$ cat src/rtl/dmem_arbiter.sv
// -----------------------------------------------------------------------------
// dmem_arbiter
//
// Shares one single-port synchronous data memory (registered address, one
// cycle read latency) between the processor and one auxiliary requester.
// Each cycle the winner is picked combinationally and its address, write data
// and write enable are muxed onto the memory port. Read data comes back in the
// following cycle, steered to the requester that owned the read.
//
// Ports
//   clock, reset              arbiter clock (dmem edge), async active-high reset
//   p_req/p_we/p_addr/p_wdata processor request fields
//   p_gnt/p_rvalid/p_rdata    processor grant, read-valid strobe, read data
//   a_req/a_we/a_addr/a_wdata aux request fields
//   a_lock                    aux asks to keep ownership on later cycles
//   a_gnt/a_rvalid/a_rdata    aux grant, read-valid strobe, read data
//   address_dmem/data/wren    memory address, write data, write enable
//   q_dmem                    memory read data
//
// Arbitration when both request:
//   lock held and burst budget left    -> aux
//   lock held and budget exhausted     -> processor (lock then drops)
//   no lock, PROC_PRIORITY = 1         -> processor
//   no lock, PROC_PRIORITY = 0         -> whoever did not own the last grant
// -----------------------------------------------------------------------------
module dmem_arbiter #(
  parameter int ADDR_W        = 12,
  parameter int DATA_W        = 32,
  parameter int PROC_PRIORITY = 0,
  parameter int MAX_BURST     = 8
) (
  input  logic              clock,
  input  logic              reset,
  input  logic              p_req,
  input  logic              p_we,
  input  logic [ADDR_W-1:0] p_addr,
  input  logic [DATA_W-1:0] p_wdata,
  output logic              p_gnt,
  output logic              p_rvalid,
  output logic [DATA_W-1:0] p_rdata,
  input  logic              a_req,
  input  logic              a_we,
  input  logic [ADDR_W-1:0] a_addr,
  input  logic [DATA_W-1:0] a_wdata,
  input  logic              a_lock,
  output logic              a_gnt,
  output logic              a_rvalid,
  output logic [DATA_W-1:0] a_rdata,
  output logic [ADDR_W-1:0] address_dmem,
  output logic [DATA_W-1:0] data,
  output logic              wren,
  input  logic [DATA_W-1:0] q_dmem
);

  localparam int CNT_W = $clog2(MAX_BURST + 1);

  typedef enum logic {OWNER_PROC = 1'b0, OWNER_AUX = 1'b1} owner_t;

  owner_t            last_owner_reg;
  logic              lock_active_reg;
  logic [CNT_W-1:0]  burst_cnt_reg;
  logic [ADDR_W-1:0] addr_hold_reg;
  logic [DATA_W-1:0] data_hold_reg;

  logic              p_win;
  logic              a_win;
  logic              burst_full;

  // Channel 0 = processor, channel 1 = aux; used by the read-return slices.
  logic [1:0]        win;
  logic [1:0]        req_we;
  logic [DATA_W-1:0] rdata_out [2];
  logic [1:0]        rvalid_out;

  assign burst_full = (burst_cnt_reg == CNT_W'(MAX_BURST));

  // ---------------------------------------------------------------------------
  // Winner selection. Grants are forced low while reset is asserted.
  // ---------------------------------------------------------------------------
  always_comb begin
    p_win = 1'b0;
    a_win = 1'b0;
    if (!reset) begin
      if (p_req && !a_req) begin
        p_win = 1'b1;
      end else if (a_req && !p_req) begin
        a_win = 1'b1;
      end else if (p_req && a_req) begin
        if (lock_active_reg) begin
          // Lock overrides both fairness and processor priority until the
          // aux has used up its burst budget.
          if (burst_full) p_win = 1'b1;
          else            a_win = 1'b1;
        end else if (PROC_PRIORITY != 0) begin
          p_win = 1'b1;
        end else if (last_owner_reg == OWNER_AUX) begin
          p_win = 1'b1;
        end else begin
          a_win = 1'b1;
        end
      end
    end
  end

  assign p_gnt  = p_win;
  assign a_gnt  = a_win;
  assign win    = {a_win, p_win};
  assign req_we = {a_we, p_we};

  // ---------------------------------------------------------------------------
  // Memory port mux. Idle cycles replay the last driven address/data so the
  // memory inputs do not toggle when nobody is asking.
  // ---------------------------------------------------------------------------
  always_comb begin
    address_dmem = addr_hold_reg;
    data         = data_hold_reg;
    wren         = 1'b0;
    if (reset) begin
      address_dmem = '0;
      data         = '0;
    end else if (p_win) begin
      address_dmem = p_addr;
      data         = p_wdata;
      wren         = p_we;
    end else if (a_win) begin
      address_dmem = a_addr;
      data         = a_wdata;
      wren         = a_we;
    end
  end

  // ---------------------------------------------------------------------------
  // Ownership, lock and burst bookkeeping.
  // ---------------------------------------------------------------------------
  always_ff @(posedge clock or posedge reset) begin
    if (reset) begin
      last_owner_reg  <= OWNER_AUX;   // processor wins the first tie
      lock_active_reg <= 1'b0;
      burst_cnt_reg   <= '0;
      addr_hold_reg   <= '0;
      data_hold_reg   <= '0;
    end else begin
      if (p_win || a_win) begin
        last_owner_reg <= a_win ? OWNER_AUX : OWNER_PROC;
        addr_hold_reg  <= address_dmem;
        data_hold_reg  <= data;
      end

      lock_active_reg <= a_win & a_lock;

      // Only locked aux grants that actually held off a waiting processor
      // consume budget; an aux alone on the bus may keep it indefinitely.
      if (p_win || !a_lock) begin
        burst_cnt_reg <= '0;
      end else if (a_win && p_req && lock_active_reg && !burst_full) begin
        burst_cnt_reg <= burst_cnt_reg + 1'b1;
      end
    end
  end

  // ---------------------------------------------------------------------------
  // Read return, one slice per requester. The valid strobe is registered at
  // the grant edge; the data is taken straight from the memory output while
  // valid (it is stable for that whole cycle) and captured into a hold
  // register so it keeps its value afterwards.
  // ---------------------------------------------------------------------------
  for (genvar gi = 0; gi < 2; gi++) begin : g_ret
    logic              rvalid_reg;
    logic [DATA_W-1:0] rdata_hold_reg;

    always_ff @(posedge clock or posedge reset) begin
      if (reset) begin
        rvalid_reg     <= 1'b0;
        rdata_hold_reg <= '0;
      end else begin
        rvalid_reg <= win[gi] & ~req_we[gi];
        if (rvalid_reg) begin
          rdata_hold_reg <= q_dmem;
        end
      end
    end

    assign rvalid_out[gi] = rvalid_reg;
    assign rdata_out[gi]  = rvalid_reg ? q_dmem : rdata_hold_reg;
  end

  assign p_rvalid = rvalid_out[0];
  assign a_rvalid = rvalid_out[1];
  assign p_rdata  = rdata_out[0];
  assign a_rdata  = rdata_out[1];

endmodule

$ cat config.mk
export PLATFORM = sky130hd
export DESIGN_NAME = dmem_arbiter
export DESIGN_NICKNAME = d
export VERILOG_FILES = /design/src/rtl/dmem_arbiter.sv
export SDC_FILE = /design/constraint.sdc
export NUM_CORES = 1
export LEC_CHECK = 0
export CORE_UTILIZATION = 46
export CTS_CLUSTER_SIZE = 40
export DETAILED_ROUTE_END_ITERATION = 6
export HOLD_SLACK_MARGIN = 0.06
export PLACE_DENSITY = 0.85
export SYNTH_ARGS = -nofsm -noshare
export SYNTH_HDL_FRONTEND = slang
export SYNTH_SLANG_ARGS = --single-unit
$ cat constraint.sdc
create_clock -name clock -period 10.9 [get_ports clock]
set_input_delay 2.18 -clock clock [delete_from_list [all_inputs] [get_ports clock]]
set_output_delay 2.18 -clock clock [all_outputs]
set_load 0.03 [all_outputs]
==> impl_metrics.csv, run 1 <==
group,metric,value,unit
global_route,grt_pass1_wl,29700,um
route,final_antenna_net_count,0,
pwr,peak_supply_drop,103,uV
final_layout,fin_nets,876,
clock_tree,cell_at_the_root_of_the_clock_tree,"sky130_fd_sc_hd__clkbuf_16",
clock_tree,number_of_buffers_added_to_fix_hold_violations_after_cts,0,
route,drt-initial-drc-count,537,
logic_synthesis,synthesis.yosys.warnings,0,
clock_tree,cts_resized,0,
flow_run,drv.max_cap_violation_count,0,
worst_setup_path,ff2ff_setup_slack,8.06,ns
clock_tree,tritoncts,"yes",
timing,slew_headroom,0.124,
pwr,leakage,3.63,nW
logic_synthesis,synth_sequential_area_ratio,0.502,
worst_setup_path,timing.rr.end,"burst_cnt_reg[1]",
final_layout,most_common_cell_after_layout_fill_and_taps_aside,"sky130_fd_sc_hd__clkdlybuf4s50_1",
global_route,grt.overflow.total,0,
route,vias,5645,
global_route,grt_use_total,0.297,
logic_synthesis,synth_cell_types,33,
timing,timing.setup.tns,0,ns
clock_tree,number_of_clock_sinks,116,
timing,max_slew.worst_pin.slew,1.31,ns
clock_tree,reg_clk_slew_reported_paths,0.05,ns
route,drt-wirelength-per-cell,20.5,um
final_layout,largest_register_ffs,64,
logic_synthesis,synth_area,0.00579,sq mm
global_route,grt_antenna_before_repair,0,
pwr,pwr_density_cell,183,mW/mm^2
global_route,gr-usage-met2,0.485,
global_route,gr-max-usage-layer,"met2",
worst_setup_path,delay_of_the_slowest_cell_on_the_worst_path,1.06,ns
clock_tree,clk-insertion-delay-late,0.42,ns
clock_tree,ctsHtreeMaxLevel,4,
pwr,finalPower,1.61,mW
global_route,grt_pass1_vias,5632,
timing,fin_crit_sh,0.696,
worst_setup_path,timing.setup.critical_path_class,"input pin to primary output",
final_layout,total_area_of_multi_input_combinational_cells,0.00248,sq mm
timing,timing.fmax,132,MHz
floorplanning,starting_density_of_the_core,0.476,
min_path,worst_hold_path.endpoint,"data_hold_reg[30]",
floorplanning,die_w,114,um
min_path,worstHoldPathCells,2,
worst_setup_path,cpMaxStageDelayCell,"sky130_fd_sc_hd__nor2b_4",
final_layout,final_cell_area,0.00879,sq mm
route,post_drt_via_cell_ratio,6.08,
logic_synthesis,syn_avg_cell_area,10.8,sq um
timing,fin_hold_ws,0.475,ns
clock_tree,number_of_cts_inserted_buffers,17,
timing,hold_viol_final,0,
timing,setup_violations,0,
worst_setup_path,critical_path.reg2reg.startpoint,"burst_cnt_reg[0]",
floorplanning,row_count,40,
floorplanning,area_enclosed_by_the_die_boundary,0.0130,sq mm
global_route,grt_max_degree,63,
floorplanning,floorplan.io_pins,240,
place,gp_routability_congestion,0.813,
logic_synthesis,gate_count_post_synth,537,
worst_setup_path,setup.worst_path.start_class,"input pin",
worst_setup_path,cp_cell_sequence,"buf_2 -> nor2b_4 -> o2111ai_1 -> a31oi_1 -> clkdlybuf4s50_1",
final_layout,final_layout_size_suffix_gt1_frac,0.149,
route,drt_pass1_iterations,5,
worst_setup_path,worst_r2r_path_depth,5,
worst_setup_path,critical_path_peak_fanout,49,
worst_setup_path,worst-endpoint-arrival,5.40,ns
timing,unrepaired_setup_endpoints_after_global_routing,"false",
final_layout,synthToLayoutAreaGrowth,51.8,%
clock_tree,ctsLongestPathBuffers,2,
route,route.detailed.drc,0,
global_route,met1_usage,0.354,
logic_synthesis,synthesis.nets,666,
floorplanning,coreArea,0.0122,sq mm
final_layout,layout_common_cells,"sky130_fd_sc_hd__clkdlybuf4s50_1 (237), sky130_fd_sc_hd__dfrtp_1 (115), sky130_fd_sc_hd__mux2_2 (64), sky130_fd_sc_hd__inv_1 (48)",
min_path,hold_class,"flip-flop to flip-flop",
place,placed_area,0.00822,sq mm
place,numPortBuffers,239,
timing,fin_skew,0.00859,ns
final_layout,final_util,0.723,
worst_setup_path,cp_data_required_time,8.72,ns
worst_setup_path,setup.worst_path.end_class,"primary output",
timing,period_minus_slack,7.58,ns
timing,finalMaxSlewViolations,0,
route,postRouteWirelength,19000,um
final_layout,fillCellCount,836,
final_layout,antenna_cells,0,
place,detailedPlacementHpwl,12300,um
logic_synthesis,flops_latches_synth,116,
final_layout,regArea,0.00290,sq mm
min_path,min-delay-start,"data_hold_reg[30]",
global_route,grtUsageMet3,0.101,
clock_tree,cts_setup_buffers,0,
run_status,run_status,"complete, no violations",
floorplanning,floorplan.die.height,114,um
## metal layers
| layer | share of wire | up-vias |
|---|---|---|
| met1 | 0.37 | 2758 |
| met3 | 0.11 | 49 |
| met4 | 0.031 | 0 |
| met2 | 0.49 | 366 |
| met5 | 0 | - |
| li1 | - | 2472 |
## how the worst max path moves through the flow
stage / startpoint / to
floorplan: p_req / data[26]
global placement: a_req / data[16]
detailed placement: a_req / data[29]
CTS: a_req / data[12]
global route: a_req / data[2]
finish: a_req / data[12]
## logic make-up after synthesis
| family | share of synthesized area |
|---|---|
| flops | 0.502 |
| simple gates | 0.0884 |
| buf+inv | 0.0730 |
| compound gates | 0.208 |
| mux | 0.124 |
| fa+ha+maj | 0.00432 |
## worst max-delay path: cells and delay by family
kind	cells	cell delay, ns
buffers and inverters	2	1.44
and+or+nand+nor	1	1.06
AOI/OAI and AO/OA	2	0.69
## synth_stat cells
library cell / count / area share
sky130_fd_sc_hd__a22o_1: 1 / 0.0015
sky130_fd_sc_hd__nand4b_1: 1 / 0.0015
sky130_fd_sc_hd__a31oi_1: 44 / 0.048
sky130_fd_sc_hd__nand3_1: 46 / 0.040
sky130_fd_sc_hd__o211a_1: 1 / 0.0017
sky130_fd_sc_hd__nor2b_1: 3 / 0.0032
sky130_fd_sc_hd__nand3b_1: 2 / 0.0026
sky130_fd_sc_hd__inv_1: 49 / 0.032
sky130_fd_sc_hd__o21ai_0: 2 / 0.0017
sky130_fd_sc_hd__and4b_1: 1 / 0.0017
sky130_fd_sc_hd__nand2_1: 46 / 0.030
sky130_fd_sc_hd__ha_1: 2 / 0.0043
sky130_fd_sc_hd__mux2_2: 64 / 0.12
sky130_fd_sc_hd__nand4b_2: 1 / 0.0026
sky130_fd_sc_hd__clkbuf_2: 1 / 0.00086
sky130_fd_sc_hd__dfrtp_1: 115 / 0.50
sky130_fd_sc_hd__and3b_1: 1 / 0.0015
sky130_fd_sc_hd__buf_2: 22 / 0.019
sky130_fd_sc_hd__o21bai_2: 1 / 0.0019
sky130_fd_sc_hd__a311o_1: 44 / 0.076
sky130_fd_sc_hd__dfstp_2: 1 / 0.0045
sky130_fd_sc_hd__or4_1: 1 / 0.0013
sky130_fd_sc_hd__nand2b_1: 2 / 0.0022
sky130_fd_sc_hd__a211oi_1: 4 / 0.0052
sky130_fd_sc_hd__a31oi_2: 1 / 0.0022
sky130_fd_sc_hd__buf_1: 3 / 0.0019
sky130_fd_sc_hd__a21o_1: 2 / 0.0026
sky130_fd_sc_hd__o31ai_1: 1 / 0.0013
sky130_fd_sc_hd__buf_4: 1 / 0.0013
sky130_fd_sc_hd__o2111ai_1: 44 / 0.067
sky130_fd_sc_hd__nand4_1: 1 / 0.0011
sky130_fd_sc_hd__clkbuf_1: 28 / 0.018
sky130_fd_sc_hd__and2_1: 1 / 0.0011
## power breakdown
part	leakage, nW	switching [mW]	internal, mW
Combinational	1.96	0.305	0.235
Sequential	1.41	0.0238	0.513
Clock	0.261	0.214	0.320
## final cells by class
type,instances,area share
flip-flops and latches,116,0.330
clock inverters,14,0.0147
repair buffers,246,0.277
clock buffers,18,0.0500
multi-input cells,317,0.283
well taps,168,0.0239
inverters,49,0.0212
## through the flow
stage	worst slack, ns	std cells
2_1_floorplan	5.12	537
3_3_place_gp	3.52	896
3_5_place_dp	3.46	896
4_1_cts	3.39	928
5_1_grt	3.25	928
6_report	3.32	928
No activity file was read; power rests on OpenSTA's default activity.
==> run 2: changes to the inputs <==
- CORE_UTILIZATION: 46 -> 39
- PLACE_DENSITY: 0.85 -> 0.77
- clock period: 10.9 -> 6.3 ns (I/O delays scaled with it)
==> impl_metrics.csv, run 2 (same netlist as run 1, synthesis figures left out) <==
group,metric,value,unit
final_layout,fillCellCount,1163,
pwr,peak_supply_drop,186,uV
floorplanning,row_count,44,
min_path,hold_class,"flip-flop to flip-flop",
global_route,grt_max_degree,71,
route,postRouteWirelength,18100,um
final_layout,layout_common_cells,"sky130_fd_sc_hd__clkdlybuf4s50_1 (237), sky130_fd_sc_hd__dfrtp_1 (115), sky130_fd_sc_hd__mux2_2 (64), sky130_fd_sc_hd__inv_1 (48)",
timing,worst_slack,0.927,ns
place,placed_area,0.00827,sq mm
final_layout,largest_register_ffs,64,
timing,timing.setup.tns,0,ns
place,gp_routability_congestion,0.809,
min_path,worstHoldPathCells,2,
place,numPortBuffers,239,
global_route,grt.overflow.total,0,
route,vias,5572,
floorplanning,die_w,124,um
timing,setup_violations,0,
flow_run,drv.max_cap_violation_count,0,
worst_setup_path,cp_data_required_time,5.04,ns
worst_setup_path,worst_r2r_path_depth,3,
clock_tree,number_of_buffers_added_to_fix_hold_violations_after_cts,0,
final_layout,final_layout_size_suffix_gt1_frac,0.152,
route,post_drt_via_cell_ratio,5.87,
clock_tree,number_of_cts_inserted_buffers,17,
clock_tree,cell_at_the_root_of_the_clock_tree,"sky130_fd_sc_hd__clkbuf_16",
timing,slew_headroom,0.291,
place,detailedPlacementHpwl,11700,um
timing,fin_skew,0.00736,ns
clock_tree,tritoncts,"yes",
worst_setup_path,timing.setup.critical_path_class,"input pin to primary output",
floorplanning,floorplan.io_pins,240,
global_route,grt_antenna_before_repair,3,
place,pre_cts_ws,0.973,ns
timing,period_minus_slack,5.37,ns
floorplanning,starting_density_of_the_core,0.398,
clock_tree,number_of_clock_sinks,116,
run_status,run_status,"complete, no violations",
route,route.detailed.drc,0,
final_layout,final_cell_area,0.00886,sq mm
floorplanning,floorplan.die.height,124,um
final_layout,synthToLayoutAreaGrowth,53.0,%
clock_tree,ctsLongestPathBuffers,2,
timing,timing.fmax,186,MHz
clock_tree,clk-insertion-delay-late,0.41,ns
timing,finalMaxSlewViolations,0,
final_layout,fin_nets,880,
worst_setup_path,setup.worst_path.end_class,"primary output",
worst_setup_path,worst-endpoint-arrival,4.11,ns
place,placedCellCount,916,
global_route,grt_use_total,0.236,
pwr,finalPower,2.80,mW
final_layout,final-instance-count-excl-fill,950,
pwr,leakage,3.67,nW
timing,hold_viol_final,0,
global_route,grt_pass1_vias,5472,
timing,max_slew.worst_pin.slew,1.06,ns
timing,fin_crit_sh,0.853,
clock_tree,reg_clk_slew_reported_paths,0.05,ns
clock_tree,cts_resized,0,
min_path,worst_hold_path.endpoint,"data_hold_reg[30]",
clock_tree,cts_setup_buffers,0,
min_path,min-delay-start,"data_hold_reg[30]",
timing,fin_hold_ws,0.475,ns
timing,unrepaired_setup_endpoints_after_global_routing,"false",
worst_setup_path,ff2ff_setup_slack,4.24,ns
route,drt-initial-drc-count,405,
route,final_antenna_net_count,0,
final_layout,final_util,0.610,
global_route,grt_pass1_wl,27300,um
floorplanning,coreArea,0.0145,sq mm
worst_setup_path,timing.rr.end,"burst_cnt_reg[2]",
worst_setup_path,critical_path_peak_fanout,45,
pwr,pwr_density_cell,316,mW/mm^2
clock_tree,ctsHtreeMaxLevel,4,
route,drt-wirelength-per-cell,19.0,um
final_layout,most_common_cell_after_layout_fill_and_taps_aside,"sky130_fd_sc_hd__clkdlybuf4s50_1",
worst_setup_path,setup.worst_path.start_class,"input pin",
floorplanning,area_enclosed_by_the_die_boundary,0.0153,sq mm
route,drt_pass1_iterations,5,
worst_setup_path,critical_path.reg2reg.startpoint,"lock_active_reg",
==> run 2: changes by cell type in the layout (fill, tap and decap cells not counted), moves of 2 or more <==
cell	before	now
sky130_fd_sc_hd__diode_2	0	2
sky130_fd_sc_hd__clkinv_2	2	4
sky130_fd_sc_hd__clkinvlp_4	6	2
sky130_fd_sc_hd__inv_6	3	1
sky130_fd_sc_hd__buf_4	7	11
==> run 2: worst max-delay path by stage <==
stage / startpoint / to / slack (ns)
2_1_floorplan: reset / a_rvalid / 1.61
3_3_place_gp: p_req / data[31] / 0.96
3_5_place_dp: p_req / data[31] / 0.97
4_1_cts: p_req / data[31] / 0.95
5_1_grt: p_req / data[31] / 0.81
6_report: p_req / data[31] / 0.93
==> run 2: layout make-up <==
type	instances	area, sq um	area share
flip-flops and latches	116	2900	0.328
multi-input cells	317	2480	0.280
repair buffers	250	2460	0.278
clock buffers	20	457	0.0515
well taps	184	230	0.0260
inverters	49	186	0.0210
clock inverters	12	130	0.0147
diodes	2	5.00	0.000565
==> run 2: power by group <==
part | switching [mW] | total (mW) | internal (mW) | leakage [nW]
Sequential | 0.0368 | 0.923 | 0.887 | 1.41
Clock | 0.351 | 0.954 | 0.602 | 0.286
Combinational | 0.517 | 0.924 | 0.408 | 1.97
==> run 2: worst max-delay path, stage by stage <==
cell and delay (ns):
sky130_fd_sc_hd__clkdlybuf4s50_1 0.63, sky130_fd_sc_hd__nand2b_2 0.59, sky130_fd_sc_hd__a311o_1 0.59, sky130_fd_sc_hd__a31oi_1 0.28
sky130_fd_sc_hd__clkdlybuf4s50_1 0.74
==> run 2: routing by layer <==
layer	up-vias	routed length, um	global-route usage
met4	2	286	0.117
met1	2740	6990	0.266
met3	26	2030	0.0966
li1	2471	-	-
met5	-	13	0
met2	333	8730	0.384
==> patch: new RTL, flow settings as in run 2 <==
Change the parameter `DATA_W` from 32 to 28.
--- a/src/rtl/dmem_arbiter.sv
+++ b/src/rtl/dmem_arbiter.sv
@@ -26,5 +26,5 @@
 module dmem_arbiter #(
   parameter int ADDR_W        = 12,
-  parameter int DATA_W        = 32,
+  parameter int DATA_W        = 28,
   parameter int PROC_PRIORITY = 0,
   parameter int MAX_BURST     = 8
Interface: changed (6 resized); port bits go from 240 to 216. The function was not compared with the original's and may differ.
==> patch against run 2 <==
The run now ends with design-rule violations left; cell area is 13% lower; power is 22% lower; critical path depth stayed put; register-to-register slack worse by 0.52 ns; die area is 9.6% lower; routed wire length is 8.9% lower; maximum frequency is 3.3% higher; global-route usage is 0.40 points higher; area after synthesis is 9.7% lower; sequential cell count is 12 lower; worst setup slack better by 0.17 ns; synthesized cell count is 8.9% lower; clock power is 44% lower.
==> patch: results (changes against run 2) <==
syn_to_final_growth_pct: 48.2
worstSetupEndpoint: "data[21]"
ys_types: 32  # -3.0%
grt_max_degree: 56  # -21%
synth-compound-area-share_pct: 21.2  # +0.35 points
clk_pin_slew_ns: 0.07  # +0.02 ns
syn_area_per_cell_um2: 10.7  # -0.86%
reg2reg_slack_ns: 3.72  # -0.52 ns
reg2reg_depth: 6  # +3
critPathLaunch: "p_req"
drive_gt1_share_pct: 13.1  # -2.0 points
hold_slack_ns: 0.491  # +0.0160 ns
dr.pass1.iters: 7  # +2
gp_congestion: 0.818  # +1.2%
ys_seq_area_share_pct: 49.8  # -0.34 points
clkLatencyLatePin_ns: 0.35  # -0.06 ns
worstHoldStart: "addr_hold_reg[5]$_DFFE_PP0P_"
min_path_cells: 2  # unchanged
pre_cts_slack_ns: 1.11  # +0.141 ns
muxShareOfSynthArea_pct: 12.1  # -0.38 points
path_max_fanout: 41  # -8.9%
synthTopCellsByCount: "103 x dfrtp_1, 56 x mux2_2, 45 x inv_1, 42 x nand2_1, 42 x nand3_1"
tightestPinTransition_ns: 1.23  # +0.169 ns
synth-adder-area-share_pct: 0.479  # +0.047 points
wire_per_inst_um: 19.4  # +1.9%
dr.first_iter.drc_count: 447  # +10%
numCtsBuffers: 9  # -8
irDropWorstVdd_v: 0.000146  # -22%
grt_pass1_wl_um: 26400  # -3.4%
n_antenna_cell: 0  # -2
final.min_clock_period_ns: 5.20  # -0.171 ns
dp.cells: 833  # -9.1%
fillers: 1043  # -10%
dp_hpwl_um: 11200  # -4.2%
worstPathArrival_ns: 3.94  # -0.17 ns
vias: 4996  # -10%
synthTopCellsByArea: "dfrtp_1 49%, mux2_2 12%, a311o_1 7.7%, o2111ai_1 6.7%, a31oi_1 4.8%"
portBuffers: 215  # -10%
finClkSkew_ns: 0.00554  # -0.00182 ns
fin_nets: 789  # -10%
grt_usage_pct: 24.0  # +0.40 points
drc: 4  # +4
htreeDepth: 3  # -1
slowest_stage: "clkdlybuf4s50_1"
largest_reg_flops: 56  # -13%
violations: "design-rule violations"
synth_nets: 606  # -9.0%
whs_endpoint: "addr_hold_reg[5]$_DFFE_PP0P_"
status: "complete, but fails checks"
placed_cell_area_mm2: 0.00746  # -9.8%
reg2reg_to: "lock_active_reg$_DFF_PP0_"
grt_pass1_vias: 5133  # -6.2%
reg2reg_from: "burst_cnt_reg[0]$_DFFE_PP0P_"
via_per_inst: 5.88  # +0.33%
leakage_nw: 3.19  # -13%
antenna_found_initial: 0  # -3
[patch: power breakdown]
group          switching (mW)  internal, mW
Combinational           0.457         0.364
Clock                   0.253         0.283
Sequential             0.0375         0.792
Total                   0.747          1.44
[patch: final cells by class]
type                    count  area share, %
flip-flops and latches    104           33.6
multi-input cells         289           29.1
repair buffers            223           28.6
clock buffers              11           3.13
well taps                 172           2.78
inverters                  45           2.21
clock inverters             5          0.533
[patch: tightest hold or removal path, cell delays in order (launching register included)]
cell and delay, ns:
dfrtp_1 0.32, nand2_1 0.06, nand3_1 0.08
[patch: metal layers]
metal | wire length, um | share of wire (%) | vias up | GRT usage [%]
met4 | 272 | 1.7 | 0 | 9.70
met1 | 6950 | 42 | 2413 | 30.7
met2 | 7730 | 47 | 344 | 39.4
li1 | - | - | 2214 | -
met3 | 1490 | 9.1 | 25 | 4.99
met5 | 0 | 0 | - | 0
